<file path="src/rtl/cvp14_pkg.sv">
// Shared definitions for the CVP14 scalar core: opcodes, FSM states,
// instruction field positions and immediate sign-extension helpers.
package cvp14_pkg;

  localparam logic [3:0] OP_ADD  = 4'b0000;
  localparam logic [3:0] OP_SUB  = 4'b0001;
  localparam logic [3:0] OP_AND  = 4'b0010;
  localparam logic [3:0] OP_OR   = 4'b0011;
  localparam logic [3:0] OP_SLL  = 4'b1000;
  localparam logic [3:0] OP_SLH  = 4'b1001;
  localparam logic [3:0] OP_SLD  = 4'b1010;
  localparam logic [3:0] OP_SST  = 4'b1011;
  localparam logic [3:0] OP_BZ   = 4'b1100;
  localparam logic [3:0] OP_J    = 4'b1101;
  localparam logic [3:0] OP_HALT = 4'b1110;

  localparam int OP_LSB = 12;
  localparam int D_LSB  = 9;
  localparam int S_LSB  = 6;
  localparam int T_LSB  = 3;

  typedef enum logic [2:0] {
    ST_FETCH  = 3'd0,
    ST_DECODE = 3'd1,
    ST_EXEC   = 3'd2,
    ST_LOADWB = 3'd3,
    ST_HALTED = 3'd4
  } state_e;

  function automatic logic [15:0] sext6(input logic [5:0] v);
    return {{10{v[5]}}, v};
  endfunction

  function automatic logic [15:0] sext9(input logic [8:0] v);
    return {{7{v[8]}}, v};
  endfunction

  function automatic logic [15:0] sext12(input logic [11:0] v);
    return {{4{v[11]}}, v};
  endfunction

endpackage

</file>
<file path="src/rtl/cvp14_scalar_rf.sv">
// Eight 16-bit scalar registers: two asynchronous read ports, one synchronous
// write port, cleared synchronously by rst.
module cvp14_scalar_rf
  import cvp14_pkg::*;
(
  input  logic        clk,
  input  logic        rst,
  input  logic        we,
  input  logic [2:0]  waddr,
  input  logic [15:0] wdata,
  input  logic [2:0]  raddr_a,
  input  logic [2:0]  raddr_b,
  output logic [15:0] rdata_a,
  output logic [15:0] rdata_b
);

  logic [15:0] scalar [8];

  always_ff @(posedge clk) begin
    if (rst) begin
      for (int i = 0; i < 8; i++) begin
        scalar[i] <= 16'h0000;
      end
    end else if (we) begin
      scalar[waddr] <= wdata;
    end
  end

  assign rdata_a = scalar[raddr_a];
  assign rdata_b = scalar[raddr_b];

endmodule

</file>
<file path="src/rtl/cvp14_core.sv">
// CVP14 scalar core: multi-cycle FSM fetching 16-bit instructions from a
// single-port DRAM, with PC, IR, ALU, sticky overflow flag and bus decode.
module cvp14_core
  import cvp14_pkg::*;
#(
  parameter logic [15:0] RESET_PC = 16'h0000
) (
  input  logic        Clk1,
  input  logic        Reset,
  input  logic [15:0] DataIn,
  output logic [15:0] Addr,
  output logic        RD,
  output logic        WR,
  output logic [15:0] DataOut,
  output logic        V
);

  state_e      state_q, state_d;
  logic [15:0] pc_q, pc_d;
  logic [15:0] ir_q, ir_d;
  logic        v_q, v_d;

  logic [3:0]  op;
  logic [2:0]  fd, fs, ft;
  logic [15:0] ra, rb, alu_sum, alu_diff, ea;
  logic [2:0]  rb_addr;
  logic        add_ovf, sub_ovf;
  logic        rf_we;
  logic [15:0] rf_wdata;
  logic [15:0] bus_addr, bus_wdata;
  logic        bus_rd, bus_wr;

  assign op = ir_q[15:OP_LSB];
  assign fd = ir_q[D_LSB +: 3];
  assign fs = ir_q[S_LSB +: 3];
  assign ft = ir_q[T_LSB +: 3];

  // Register-register ops read St on port B; everything else needs Sd there.
  assign rb_addr = (op[3:2] == 2'b00) ? ft : fd;

  cvp14_scalar_rf scalar (
    .clk     (Clk1),
    .rst     (Reset),
    .we      (rf_we),
    .waddr   (fd),
    .wdata   (rf_wdata),
    .raddr_a (fs),
    .raddr_b (rb_addr),
    .rdata_a (ra),
    .rdata_b (rb)
  );

  assign alu_sum  = ra + rb;
  assign alu_diff = ra - rb;
  assign add_ovf  = (ra[15] == rb[15]) && (alu_sum[15]  != ra[15]);
  assign sub_ovf  = (ra[15] != rb[15]) && (alu_diff[15] != ra[15]);
  assign ea       = ra + sext6(ir_q[5:0]);

  always_comb begin
    state_d   = state_q;
    pc_d      = pc_q;
    ir_d      = ir_q;
    v_d       = v_q;
    rf_we     = 1'b0;
    rf_wdata  = 16'h0000;
    bus_addr  = 16'h0000;
    bus_wdata = 16'h0000;
    bus_rd    = 1'b0;
    bus_wr    = 1'b0;
    case (state_q)
      ST_FETCH: begin
        bus_addr = pc_q;
        bus_rd   = 1'b1;
        state_d  = ST_DECODE;
      end
      ST_DECODE: begin
        ir_d    = DataIn;
        pc_d    = pc_q + 16'd1;
        state_d = ST_EXEC;
      end
      ST_EXEC: begin
        state_d = ST_FETCH;
        case (op)
          OP_ADD: begin rf_we = 1'b1; rf_wdata = alu_sum;  v_d = v_q | add_ovf; end
          OP_SUB: begin rf_we = 1'b1; rf_wdata = alu_diff; v_d = v_q | sub_ovf; end
          OP_AND: begin rf_we = 1'b1; rf_wdata = ra & rb; end
          OP_OR:  begin rf_we = 1'b1; rf_wdata = ra | rb; end
          OP_SLL: begin rf_we = 1'b1; rf_wdata = {rb[15:8], ir_q[7:0]}; end
          OP_SLH: begin rf_we = 1'b1; rf_wdata = {ir_q[7:0], rb[7:0]}; end
          OP_SLD: begin
            bus_addr = ea;
            bus_rd   = 1'b1;
            state_d  = ST_LOADWB;
          end
          OP_SST: begin
            bus_addr  = ea;
            bus_wdata = rb;
            bus_wr    = 1'b1;
          end
          OP_BZ: begin
            if (rb == 16'h0000) pc_d = pc_q + sext9(ir_q[8:0]);
            else                pc_d = pc_q;
          end
          OP_J:    pc_d    = pc_q + sext12(ir_q[11:0]);
          OP_HALT: state_d = ST_HALTED;
          default: state_d = ST_FETCH;
        endcase
      end
      ST_LOADWB: begin
        rf_we    = 1'b1;
        rf_wdata = DataIn;
        state_d  = ST_FETCH;
      end
      ST_HALTED: state_d = ST_HALTED;
      default:   state_d = ST_FETCH;
    endcase
    // A reset cycle must leave the bus quiet and abort any pending write-back.
    if (Reset) begin
      rf_we     = 1'b0;
      bus_addr  = 16'h0000;
      bus_wdata = 16'h0000;
      bus_rd    = 1'b0;
      bus_wr    = 1'b0;
    end else begin
      rf_we = rf_we;
    end
  end

  always_ff @(posedge Clk1) begin
    if (Reset) begin
      state_q <= ST_FETCH;
      pc_q    <= RESET_PC;
      ir_q    <= 16'h0000;
      v_q     <= 1'b0;
    end else begin
      state_q <= state_d;
      pc_q    <= pc_d;
      ir_q    <= ir_d;
      v_q     <= v_d;
    end
  end

  assign Addr    = bus_addr;
  assign RD      = bus_rd;
  assign WR      = bus_wr;
  assign DataOut = bus_wdata;
  assign V       = v_q;

endmodule

</file>
<file path="config.mk">
export PLATFORM = sky130hd
export DESIGN_NAME = cvp14_core
export DESIGN_NICKNAME = d
export VERILOG_FILES = /design/src/rtl/cvp14_pkg.sv /design/src/rtl/cvp14_scalar_rf.sv /design/src/rtl/cvp14_core.sv
export SDC_FILE = /design/constraint.sdc
export NUM_CORES = 1
export LEC_CHECK = 0
export CORE_AREA = 2 2 169 171
export DETAILED_ROUTE_END_ITERATION = 6
export DIE_AREA = 0 0 171 173
export HOLD_SLACK_MARGIN = 0.03
export PLACE_DENSITY_LB_ADDON = 0.15
export RECOVER_POWER = 100
export SETUP_SLACK_MARGIN = 0.1
export SLEW_MARGIN = 25
export SYNTH_ARGS = -nofsm -noshare
export SYNTH_HDL_FRONTEND = slang
export SYNTH_SLANG_ARGS = --single-unit
</file>
<file path="constraint.sdc">
create_clock -name Clk1 -period 12.5 [get_ports Clk1]
set_input_delay 2.5 -clock Clk1 [delete_from_list [all_inputs] [get_ports Clk1]]
set_output_delay 2.5 -clock Clk1 [all_outputs]
set_load 0.02 [all_outputs]
</file>
==> results.py <==
metrics = {
    "layout": {
        "layout-drive-gt1-share_pct": 7.23,
        "layout-area-overhead-vs-synth_pct": 11.4,
        "design_area_sq_mm": 0.0137,
        "fill_cells": 2635,
        "nets": 1464,
        "n_antenna_cell": 0,
    },
    "yosys": {
        "synth_top_area_cell": "edfxtp_1",
        "synth_compound_area_share_pct": 15.3,
        "ys.flop_type": "edfxtp_1",
        "netlist_top_cells_area": "edfxtp_1 31%, ha_1 7.2%, mux4_2 6.6%",
        "syn-num-nets": 1448,
        "muxShareOfSynthArea_pct": 10.7,
        "async_reset_ff_share_pct": 0,
        "synth_top_area_share_pct": 31.3,
        "ys_seq_area_share_pct": 37.7,
        "syn_area_per_cell_sq_um": 9.05,
        "netlist_instances": 1355,
        "synthesis.area_sq_mm": 0.0123,
        "synthSimpleGateAreaFrac_pct": 21.0,
        "synthAdderAreaFrac_pct": 7.89,
        "ys_top_cells_by_count": "212 x nor2_1, 171 x nand2_1, 128 x edfxtp_1",
        "synth_edf_count": 128,
        "synth-xor-area-share_pct": 2.86,
        "yosysMostFrequentCell": "nor2_1",
        "yosysUniqueCellTypes": 79,
        "yosysWarnings": 0,
        "synth_top_family_by_area": "simple AND/OR/NAND/NOR gates",
        "ys_seq_elements": 167,
    },
    "worst_setup_path": {
        "path_cells": "buf_2, clkbuf_1, nor4_1, nand2_1, a21oi_1, dlygate4sd3_1",
        "endpoint_kind": "primary output",
        "crit_path_start_kind": "primary input",
        "cp.arrival_ns": 6.46,
        "crit_path_start": "Reset",
        "cpMaxStageDelayCell": "clkbuf_1",
        "critPathKind": "in2out",
        "crit_path_max_incr_delay_ns": 2.01,
        "cp.required_ns": 10.00,
        "reg2reg_from": "ir_q[14]",
        "critPathMaxFanout": 63,
        "reg2reg_slack_ns": 5.11,
    },
    "global_routing": {
        "overflow": 0,
        "antenna_found_initial": 0,
        "grt_start_max_net_pins": 64,
        "grt_pass1_vias": 10220,
        "grt_pass1_wl_um": 63100,
        "grt_usage_pct": 28.7,
    },
    "placed_design": {
        "portBuffers": 52,
        "place_congestion": 0.950,
        "post-place-ws_ns": 4.53,
        "hpwl_um": 29500,
        "place_area_sq_mm": 0.0132,
    },
    "timing": {
        "max_slew_margin_pct": -89.8,
        "tns_ns": 0,
        "worst_pin_slew_ns": 2.85,
        "finalHoldViolCount": 0,
        "grt_setup_unrepaired": "false",
        "period_needed_ns": 8.96,
        "fmax_mhz": 112,
        "maxSlewViolCount": 96,
        "post-route-worst-setup-slack_ns": 3.54,
        "fin_crit_sh_pct": 71.7,
        "worst_hold_slack_ns": 0.484,
        "setup_viol": 0,
        "fin_skew_ns": 0.0113,
    },
    "die": {
        "fp.dieArea_sq_mm": 0.0296,
        "io_pins": 53,
        "initial_utilization_pct": 44.4,
        "die_h_um": 173,
        "rows": 61,
        "core_area_sq_mm": 0.0276,
        "die_w_um": 171,
    },
    "clock_tree": {
        "cts_tree": "yes",
        "cts_buffer_depth": 2,
        "htree_levels": 4,
        "cts_resized": 0,
        "cts_buffers": 17,
        "cts_setup_buffers": 0,
        "cts.reportedPaths.clkPinSlew_ns": 0.08,
        "cts_sinks": 167,
        "holdBufCountCts": 0,
        "clk_latency_ns": 0.45,
        "cts-root-buf": "clkbuf_16",
    },
    "min_path": {
        "hold_start": "V",
        "min_path_type": "reg2reg",
    },
    "run_status": {
        "violations": "max-capacitance violations, max-slew violations",
        "status": "finished with violations",
    },
    "route": {
        "first_pass_iters": 7,
        "detail_route.iter0.violations": 1342,
        "routedWlPerCell_um": 24.0,
        "routed_via_density": 6.20,
        "vias": 10924,
        "drc": 0,
        "drt_wl_total_um": 42300,
        "ant_nets": 0,
    },
    "power_and_ir_drop": {
        "p_per_area_mw_per_mm2": 126,
        "ir_worst_vdd_uv": 97.4,
        "finalPower_mw": 1.72,
        "cellLeakagePower_nw": 5.23,
    },
    "flow_run": {
        "max_cap_viol_count": 2,
    },
}
[worst max-delay path, delay by kind of cell]
kind / cells / cell delay [ns]
compound gates: 1 / 0.09
buf+inv: 3 / 2.77
simple gates: 2 / 1.08
[area by class of cell]
type | count | area (sq um) | share of cell area (%)
flip-flops and latches | 167 | 4630 | 33.8
multi-input cells | 1050 | 7090 | 51.8
clock inverters | 14 | 151 | 1.11
inverters | 55 | 206 | 1.51
repair buffers | 80 | 701 | 5.13
well taps | 378 | 473 | 3.46
clock buffers | 17 | 425 | 3.11
[cell usage in the layout (no fill, tap or decap), types with 34 or more instances in the layout]
cell type      Yosys  final
nand3_1           55     55
dlygate4sd3_1      0     34
o21ai_0           54     56
dfxtp_1           39     38
inv_1             54     54
mux4_2            36     36
ha_1              71     71
edfxtp_1         128    128
nand2_1          171    171
nor3_1            35     35
mux2i_1           42     42
nor2_1           212    212
a21oi_1           68     68
[final timing paths]
check	to	depth (start not counted)
setup reg to reg	scalar.scalar[6][13]	19
hold reg to reg	V	2
hold / removal	V	2
setup / recovery	DataOut[4]	6
[where the power goes]
group          switching [mW]  internal [mW]
registers              0.0225          0.618
logic                   0.355          0.195
clock network           0.260          0.267
total                   0.637           1.08
[through the flow]
step,util (%),instances
floorplan,-,1355
global placement,47.4,1725
detailed placement,47.6,1728
CTS,49.7,1759
global route,49.5,1761
finish,49.5,1761
[per-layer routing]
| layer | GRT usage, % | share of wire [%] | vias up |
|---|---|---|---|
| met5 | 0 | 0 | - |
| met4 | 14.5 | 5.1 | 0 |
| met3 | 4.51 | 8.7 | 114 |
| met2 | 43.6 | 45 | 574 |
| met1 | 39.5 | 42 | 5286 |
| li1 | - | - | 4950 |
[logic make-up (layout without fill, tap and decap cells)]
| group | after synthesis | after routing |
|---|---|---|
| and+or+nand+nor | 578 | 578 |
| DFF | 167 | 167 |
| AOI/OAI and AO/OA | 273 | 273 |
| buffers and inverters | 138 | 166 |
| muxes | 84 | 84 |
| adders and majority gates | 75 | 75 |
| xor gates and xnor gates | 40 | 40 |
[flip-flops by register name, indices dropped and copies added, names as in the netlist, named ones only]
name and count:
ir_q 16, V 1, pc_q 16, scalar.scalar 128
state_q 3
(Power assumes the default switching activity.)
